File: src/rtl/csr_ctrl_if.sv
// Pipeline CSR access, trap entry and CSR file port bundle for csr_ctrl.
interface csr_ctrl_if;
  localparam int unsigned ADDR_W = 12;
  localparam int unsigned DATA_W = 32;

  logic              csr_req;
  logic [1:0]        csr_op;
  logic [ADDR_W-1:0] csr_addr;
  logic [DATA_W-1:0] csr_wdata;
  logic              csr_ready;
  logic [DATA_W-1:0] csr_rdata;

  logic              trap_req;
  logic [DATA_W-1:0] trap_pc;
  logic [DATA_W-1:0] trap_cause;
  logic [DATA_W-1:0] trap_val;
  logic              trap_busy;
  logic              trap_done;

  logic [ADDR_W-1:0] rf_addr;
  logic              rf_we;
  logic [DATA_W-1:0] rf_wdata;
  logic [DATA_W-1:0] rf_rdata;

  // Pipeline / trap source and CSR file side
  modport master (
    output csr_req, csr_op, csr_addr, csr_wdata,
    input  csr_ready, csr_rdata,
    output trap_req, trap_pc, trap_cause, trap_val,
    input  trap_busy, trap_done,
    input  rf_addr, rf_we, rf_wdata,
    output rf_rdata
  );

  // Controller side
  modport slave (
    input  csr_req, csr_op, csr_addr, csr_wdata,
    output csr_ready, csr_rdata,
    input  trap_req, trap_pc, trap_cause, trap_val,
    output trap_busy, trap_done,
    output rf_addr, rf_we, rf_wdata,
    input  rf_rdata
  );
endinterface

File: src/rtl/csr_ctrl.sv
// CSR access controller: read-modify-write of a single-port CSR file plus
// the trap-entry write sequence (mepc, mcause and optionally mtval).
// Build option: define CSR_TRAP_TVAL_EN to add the mtval write to the trap
// sequence; otherwise trap_done pulses on the mcause write.
module csr_ctrl #(
  parameter logic [11:0] MEPC_ADDR   = 12'h341,
  parameter logic [11:0] MCAUSE_ADDR = 12'h342,
  parameter logic [11:0] MTVAL_ADDR  = 12'h343
) (
  input logic         clk,
  input logic         rst_n,
  csr_ctrl_if.slave   bus
);

  localparam int unsigned ADDR_W = 12;
  localparam int unsigned DATA_W = 32;

  localparam logic [1:0] OP_NOP = 2'b00;
  localparam logic [1:0] OP_RW  = 2'b01;
  localparam logic [1:0] OP_RS  = 2'b10;
  localparam logic [1:0] OP_RC  = 2'b11;

  typedef enum logic [2:0] {
    IDLE,
    CSR_RD,
    CSR_WR,
    TRAP_EPC,
    TRAP_CAUSE
`ifdef CSR_TRAP_TVAL_EN
    , TRAP_TVAL
`endif
  } state_t;

  state_t            state;
  logic [1:0]        op_q;
  logic [ADDR_W-1:0] addr_q;
  logic [DATA_W-1:0] wdata_q;
  logic              pending_q;
  logic [DATA_W-1:0] pc_q;
  logic [DATA_W-1:0] cause_q;
`ifdef CSR_TRAP_TVAL_EN
  logic [DATA_W-1:0] tval_q;
`endif

  logic              ready_q;
  logic [DATA_W-1:0] rdata_q;
  logic              busy_q;
  logic              done_q;
  logic [ADDR_W-1:0] rf_addr_q;
  logic              rf_we_q;
  logic [DATA_W-1:0] rf_wdata_q;

  logic [DATA_W-1:0] new_val_c;
  logic              need_we_c;
  logic              trap_new_c;
  logic              trap_go_c;
  logic [DATA_W-1:0] epc_data_c;

  // Modified CSR value and whether the file actually needs a write
  always_comb begin
    new_val_c = wdata_q;
    need_we_c = (op_q == OP_RW) || (wdata_q != '0);
    case (op_q)
      OP_RS:   new_val_c = bus.rf_rdata | wdata_q;
      OP_RC:   new_val_c = bus.rf_rdata & ~wdata_q;
      default: new_val_c = wdata_q;
    endcase
  end

  // A fresh trap is only taken when no trap is pending or running
  always_comb begin
    trap_new_c = bus.trap_req && !busy_q;
    trap_go_c  = trap_new_c || pending_q;
    epc_data_c = pending_q ? pc_q : bus.trap_pc;
  end

  // Sequencer: state, latched request/trap data and registered outputs
  always_ff @(posedge clk or negedge rst_n) begin
    if (!rst_n) begin
      state      <= IDLE;
      op_q       <= OP_NOP;
      addr_q     <= '0;
      wdata_q    <= '0;
      pending_q  <= 1'b0;
      pc_q       <= '0;
      cause_q    <= '0;
`ifdef CSR_TRAP_TVAL_EN
      tval_q     <= '0;
`endif
      ready_q    <= 1'b0;
      rdata_q    <= '0;
      busy_q     <= 1'b0;
      done_q     <= 1'b0;
      rf_addr_q  <= '0;
      rf_we_q    <= 1'b0;
      rf_wdata_q <= '0;
    end else begin
      ready_q <= 1'b0;
      done_q  <= 1'b0;

      if (trap_new_c) begin
        pc_q    <= bus.trap_pc;
        cause_q <= bus.trap_cause;
`ifdef CSR_TRAP_TVAL_EN
        tval_q  <= bus.trap_val;
`endif
        busy_q  <= 1'b1;
      end

      case (state)
        IDLE: begin
          if (trap_go_c) begin
            state      <= TRAP_EPC;
            pending_q  <= 1'b0;
            rf_addr_q  <= MEPC_ADDR;
            rf_we_q    <= 1'b1;
            rf_wdata_q <= epc_data_c;
          end else if (bus.csr_req && !ready_q) begin
            if (bus.csr_op == OP_NOP) begin
              ready_q <= 1'b1;
            end else begin
              op_q       <= bus.csr_op;
              addr_q     <= bus.csr_addr;
              wdata_q    <= bus.csr_wdata;
              state      <= CSR_RD;
              rf_addr_q  <= bus.csr_addr;
              rf_we_q    <= 1'b0;
              rf_wdata_q <= '0;
            end
          end
        end

        CSR_RD: begin
          if (trap_new_c) pending_q <= 1'b1;
          rdata_q    <= bus.rf_rdata;
          state      <= CSR_WR;
          rf_addr_q  <= addr_q;
          rf_we_q    <= need_we_c;
          rf_wdata_q <= new_val_c;
          ready_q    <= 1'b1;
        end

        CSR_WR: begin
          if (trap_go_c) begin
            state      <= TRAP_EPC;
            pending_q  <= 1'b0;
            rf_addr_q  <= MEPC_ADDR;
            rf_we_q    <= 1'b1;
            rf_wdata_q <= epc_data_c;
          end else begin
            state      <= IDLE;
            rf_addr_q  <= '0;
            rf_we_q    <= 1'b0;
            rf_wdata_q <= '0;
          end
        end

        TRAP_EPC: begin
          state      <= TRAP_CAUSE;
          rf_addr_q  <= MCAUSE_ADDR;
          rf_we_q    <= 1'b1;
          rf_wdata_q <= cause_q;
`ifndef CSR_TRAP_TVAL_EN
          done_q     <= 1'b1;
`endif
        end

`ifdef CSR_TRAP_TVAL_EN
        TRAP_CAUSE: begin
          state      <= TRAP_TVAL;
          rf_addr_q  <= MTVAL_ADDR;
          rf_we_q    <= 1'b1;
          rf_wdata_q <= tval_q;
          done_q     <= 1'b1;
        end

        TRAP_TVAL: begin
          state      <= IDLE;
          busy_q     <= 1'b0;
          rf_addr_q  <= '0;
          rf_we_q    <= 1'b0;
          rf_wdata_q <= '0;
        end
`else
        TRAP_CAUSE: begin
          state      <= IDLE;
          busy_q     <= 1'b0;
          rf_addr_q  <= '0;
          rf_we_q    <= 1'b0;
          rf_wdata_q <= '0;
        end
`endif

        default: begin
          state      <= IDLE;
          rf_addr_q  <= '0;
          rf_we_q    <= 1'b0;
          rf_wdata_q <= '0;
        end
      endcase
    end
  end

  assign bus.csr_ready = ready_q;
  assign bus.csr_rdata = rdata_q;
  assign bus.trap_busy = busy_q;
  assign bus.trap_done = done_q;
  assign bus.rf_addr   = rf_addr_q;
  assign bus.rf_we     = rf_we_q;
  assign bus.rf_wdata  = rf_wdata_q;

endmodule

File: src/flat_wrapper.sv
// flat-port wrapper written by rule: the top's interface ports become plain ports
module csr_ctrl_flat 
#(
  parameter logic [11:0] MEPC_ADDR   = 12'h341,
  parameter logic [11:0] MCAUSE_ADDR = 12'h342,
  parameter logic [11:0] MTVAL_ADDR  = 12'h343
)
  (clk, rst_n, bus_csr_req, bus_csr_op, bus_csr_addr, bus_csr_wdata, bus_csr_ready, bus_csr_rdata, bus_trap_req, bus_trap_pc, bus_trap_cause, bus_trap_val, bus_trap_busy, bus_trap_done, bus_rf_addr, bus_rf_we, bus_rf_wdata, bus_rf_rdata);
  csr_ctrl_if bus_i ();
  input logic clk;
  input logic rst_n;
  input wire logic [$bits(bus_i.csr_req)-1:0] bus_csr_req;
  input wire logic [$bits(bus_i.csr_op)-1:0] bus_csr_op;
  input wire logic [$bits(bus_i.csr_addr)-1:0] bus_csr_addr;
  input wire logic [$bits(bus_i.csr_wdata)-1:0] bus_csr_wdata;
  output wire logic [$bits(bus_i.csr_ready)-1:0] bus_csr_ready;
  output wire logic [$bits(bus_i.csr_rdata)-1:0] bus_csr_rdata;
  input wire logic [$bits(bus_i.trap_req)-1:0] bus_trap_req;
  input wire logic [$bits(bus_i.trap_pc)-1:0] bus_trap_pc;
  input wire logic [$bits(bus_i.trap_cause)-1:0] bus_trap_cause;
  input wire logic [$bits(bus_i.trap_val)-1:0] bus_trap_val;
  output wire logic [$bits(bus_i.trap_busy)-1:0] bus_trap_busy;
  output wire logic [$bits(bus_i.trap_done)-1:0] bus_trap_done;
  output wire logic [$bits(bus_i.rf_addr)-1:0] bus_rf_addr;
  output wire logic [$bits(bus_i.rf_we)-1:0] bus_rf_we;
  output wire logic [$bits(bus_i.rf_wdata)-1:0] bus_rf_wdata;
  input wire logic [$bits(bus_i.rf_rdata)-1:0] bus_rf_rdata;
  assign bus_i.csr_req = bus_csr_req;
  assign bus_i.csr_op = bus_csr_op;
  assign bus_i.csr_addr = bus_csr_addr;
  assign bus_i.csr_wdata = bus_csr_wdata;
  assign bus_csr_ready = bus_i.csr_ready;
  assign bus_csr_rdata = bus_i.csr_rdata;
  assign bus_i.trap_req = bus_trap_req;
  assign bus_i.trap_pc = bus_trap_pc;
  assign bus_i.trap_cause = bus_trap_cause;
  assign bus_i.trap_val = bus_trap_val;
  assign bus_trap_busy = bus_i.trap_busy;
  assign bus_trap_done = bus_i.trap_done;
  assign bus_rf_addr = bus_i.rf_addr;
  assign bus_rf_we = bus_i.rf_we;
  assign bus_rf_wdata = bus_i.rf_wdata;
  assign bus_i.rf_rdata = bus_rf_rdata;
  csr_ctrl #(.MEPC_ADDR(MEPC_ADDR), .MCAUSE_ADDR(MCAUSE_ADDR), .MTVAL_ADDR(MTVAL_ADDR)) u_core (.clk(clk), .rst_n(rst_n), .bus(bus_i));
endmodule
File: config.mk
export PLATFORM = sky130hd
export DESIGN_NAME = csr_ctrl_flat
export DESIGN_NICKNAME = d
export VERILOG_FILES = /design/src/rtl/csr_ctrl_if.sv /design/src/rtl/csr_ctrl.sv /design/src/flat_wrapper.sv
export SDC_FILE = /design/constraint.sdc
export NUM_CORES = 1
export LEC_CHECK = 0
export ABC_CLOCK_PERIOD_IN_PS = 2200
export CAP_MARGIN = 30
export CORE_ASPECT_RATIO = 1.75
export CORE_UTILIZATION = 35
export CTS_CLUSTER_SIZE = 10
export DETAILED_ROUTE_END_ITERATION = 8
export RECOVER_POWER = 25
export SLEW_MARGIN = 20
export SYNTH_ARGS = -nofsm -noshare
export SYNTH_HDL_FRONTEND = slang
export SYNTH_SLANG_ARGS = --single-unit
File: constraint.sdc
create_clock -name clk -period 2.2 [get_ports clk]
set_input_delay 0.22 -clock clk [delete_from_list [all_inputs] [get_ports clk]]
set_output_delay 0.22 -clock clk [all_outputs]
set_load 0.005 [all_outputs]
==> summary.txt <==
Outcome
  • Status: finished clean

Min path
  • Min-delay src: bus_trap_cause[0]
  • HP Class: in2reg

Cells and area
  • Commonest non-fill, non-tap cells in the layout: nand2_1, clkdlybuf4s50_1, dfrtp_1
  • Commonest non-fill, non-tap cell in the layout: nand2_1
  • Nets: between 1000 and 1500
  • Final cell count without fillers: roughly 1400
  • Area Growth Syn to Fin: 37.5%
  • Multi-input logic area: between 3000 and 4000 sq um
  • Layout cells sized above 1: between 10 and 15%
  • Fill cells: between 2000 and 2500
  • FF+latch area: 4860 sq um

Synthesis
  • Largest family of logic cells by synthesized area: simple AND/OR/NAND/NOR gates
  • Yosys cell types: 35
  • Synth Area in XOR/XNOR: 0%
  • Synthesized netlist cell count: about 840
  • Post-synth top area share: 54.6%
  • Synth Area in Simple Gates: roughly a fifth
  • Compound-Gate Fraction of Synth Area: under 10%
  • Yosys warnings: 0
  • Mapped Avg Cell Area: approximately 11 sq um
  • Seq/Total Area, Yosys: between 50% and 60%
  • Syn nets: about 1000
  • Post-synthesis adder-cell area fraction: 0%
  • Cell taking the most area after synthesis: dfrtp_1
  • FF+latch count, synth: a little under 200
  • Area contributors post-synth: dfrtp_1, nand2_1, mux2_4, mux2_2, mux2i_1
  • Post-synthesis mux area share: 15.4%
  • Area of the mapped netlist: around 8900 sq um

Drt
  • Detailed-route via count: ~7000
  • Detail Route Antenna Nets: 0
  • DR pass1 iterations: 6
  • Total Routed Length: between 20000 and 30000 um
  • Vias/cell: between 5 and 6
  • Post-DR wirelength/cell: roughly 20 um
  • DRC viols: 0
  • 1st-iter DRT viols: 632

Place
  • Placed cell count: between 1000 and 1500
  • Dpl hpwl: between 15000 and 20000 um
  • Gpl congestion: approximately 0.8
  • I/O Buffers: 225

Worst setup path
  • CP Max Fanout: 15
  • Startpoint types: flip-flop
  • FF-to-FF Start: u_core.state[2]
  • Critical path type: reg2reg
  • Crit. Startpoint: u_core.state[2]
  • CP required: 2.53 ns
  • Crit path capture type: flip-flop
  • Worst Path Arrival: roughly 2.4 ns

Floorplan
  • Initial core utilization: a little over a third
  • Die H: around 210 um
  • IO Pins: about 260
  • Die footprint: 26100 sq um
  • Total core area: 24800 sq um
  • # rows: between 70 and 80
  • Die W: roughly 120 um

Clock network
  • Post-CTS sizing: 0
  • Number of clock sinks: between 150 and 200
  • H-tree depth: 4
  • CTS tree: done
  • CTS buffer count: 17
  • Worst skew pair latency: between 0.4 and 0.5 ns
  • Clock Tree Root: clkbuf_16
  • Bufs on Longest Clock Path: 2
  • Clk pin slew, worst setup/hold paths: 0.07 ns

Power
  • Max IR drop VDD: 0.620 mV
  • Lkg Pwr: between 0.005 and 0.006 uW
  • Pwr dens: between 1000 and 1500 nW/um^2

Timing
  • Highest Clock Rate: a little under 500 MHz
  • Final-report max-slew violation count: 0
  • Final hold violations: 0
  • Final worst-path cycle share: 92.9%
  • RSZ-0062 raised after global routing: no
  • Clock Skew: between 0.006 and 0.007 ns
  • Min cycle time layout: about 2.0 ns
  • Rel. slew slack: 20.6%
  • Worst Tran Pin Value: 1.19 ns
  • Setup TNS: 0 ns
  • # setup viols final: 0

Global routing
  • Gr ovfl total: 0
  • Largest net degree at the start of global routing: 68
  • Antenna violations before repair: 6
  • First-pass GRT wire length: roughly 43000 um
  • Gr usage total: between 20 and 25%
  • Vias in the first global route: between 7000 and 8000

Job
  • Maxcap violations: 0
cell families (layout without fill, tap and decap cells):
logic type,Yosys count,after routing
DFF,194,194
other,0,6
muxes,112,112
and+or+nand+nor,379,379
AOI/OAI and AO/OA,98,98
buffers and inverters,61,290
critical path: stages, from the launching register on:
cell and delay (ns):
dfrtp_1 0.37, or2_1 0.24, or3_1 0.47, nor2_8 0.29, buf_12 0.22, mux2_2 0.34
area by class of cell:
class / count / share of cell area, %
diodes: 6 / 0.123
repair buffers: 259 / 21.2
clock buffers: 25 / 4.05
inverters: 1 / 0.0307
multi-input cells: 589 / 30.9
clock inverters: 5 / 0.819
flip-flops and latches: 194 / 39.7
well taps: 312 / 3.19
flip-flops by register name, summed over array words and instances, names as in the netlist, 2 cells and up:
name / cells
u_core.addr_q: 12
u_core.op_q: 2
u_core.bus.rf_wdata: 32
u_core.state: 3
u_core.bus.rf_addr: 12
u_core.pc_q: 32
u_core.cause_q: 32
u_core.bus.csr_rdata: 32
u_core.wdata_q: 32
cell usage after synthesis, drive strengths merged:
| cell type | number |
|---|---|
| or2 | 4 |
| inv | 1 |
| mux2 | 79 |
| o21bai | 1 |
| nand4 | 1 |
| clkbuf | 43 |
| and2 | 1 |
| o31ai | 1 |
| a2111o | 1 |
| or3 | 1 |
| o21ai | 43 |
| nand2 | 299 |
| a21o | 4 |
| nor2 | 15 |
| nand3 | 2 |
| dfrtp | 194 |
| buf | 17 |
| nor4b | 6 |
| nor2b | 3 |
| o31a | 1 |
| a21oi | 11 |
| nor4 | 8 |
| nand3b | 32 |
| a222oi | 32 |
| a2111oi | 4 |
| mux2i | 33 |
| or4 | 1 |
| nand2b | 6 |
report_power, final:
part	total, uW	leakage (uW)	switching (uW)	internal, uW
sequential	6220	0.00240	1050	5170
combinational	6680	0.00290	3000	3680
clock	3240	0.000293	1340	1900
total	16100	0.00558	5390	10700
metrics by stage:
| stage | worst slack (ns) | util [%] | cell area [sq um] | power, uW | hold slack [ns] |
|---|---|---|---|---|---|
| 2_1_floorplan | 0.135 | - | 8890 | 9890 | -0.0756 |
| 4_1_cts | 0.126 | 49.3 | 12200 | 16300 | 0.268 |
| 6_report | 0.156 | 49.2 | 12200 | 16100 | 0.291 |
| 5_1_grt | 0.0572 | 49.2 | 12200 | 17100 | 0.289 |
| 3_3_place_gp | 0.0886 | 46.9 | 11600 | 12900 | 0.191 |
| 3_5_place_dp | 0.0782 | 46.9 | 11600 | 13000 | 0.190 |
routing by layer:
metal | track usage (%) | wire length [um] | vias to the layer above | part of all wire [%]
li1 | - | - | 3337 | -
met3 | 4.03 | 1300 | 33 | 4.7
met4 | 9.84 | 723 | 0 | 2.6
met5 | 0 | 0 | - | 0
met1 | 25.7 | 10700 | 3538 | 38
met2 | 40.0 | 15200 | 228 | 55
worst paths after layout:
| check | to | slack (ns) | cells after the start |
|---|---|---|---|
| max | u_core.wdata_q[30] | 0.16 | 5 |
| min | u_core.cause_q[0] | 0.29 | 3 |
| max reg2reg | u_core.wdata_q[30] | 0.16 | 5 |
| min reg2reg | u_core.bus.rf_wdata[7] | 0.46 | 2 |
| max in group asynchronous | u_core.cause_q[10] | 0.44 | 3 |
| min in group asynchronous | u_core.bus.csr_rdata[30] | 0.54 | 2 |
what timing repair did:
action | CTS | global route
endpoints found under the hold margin | 43 | 0
buffers inserted | 0 | 0
hold buffers | 1 | 0
Power figures use the tool's default switching activity.
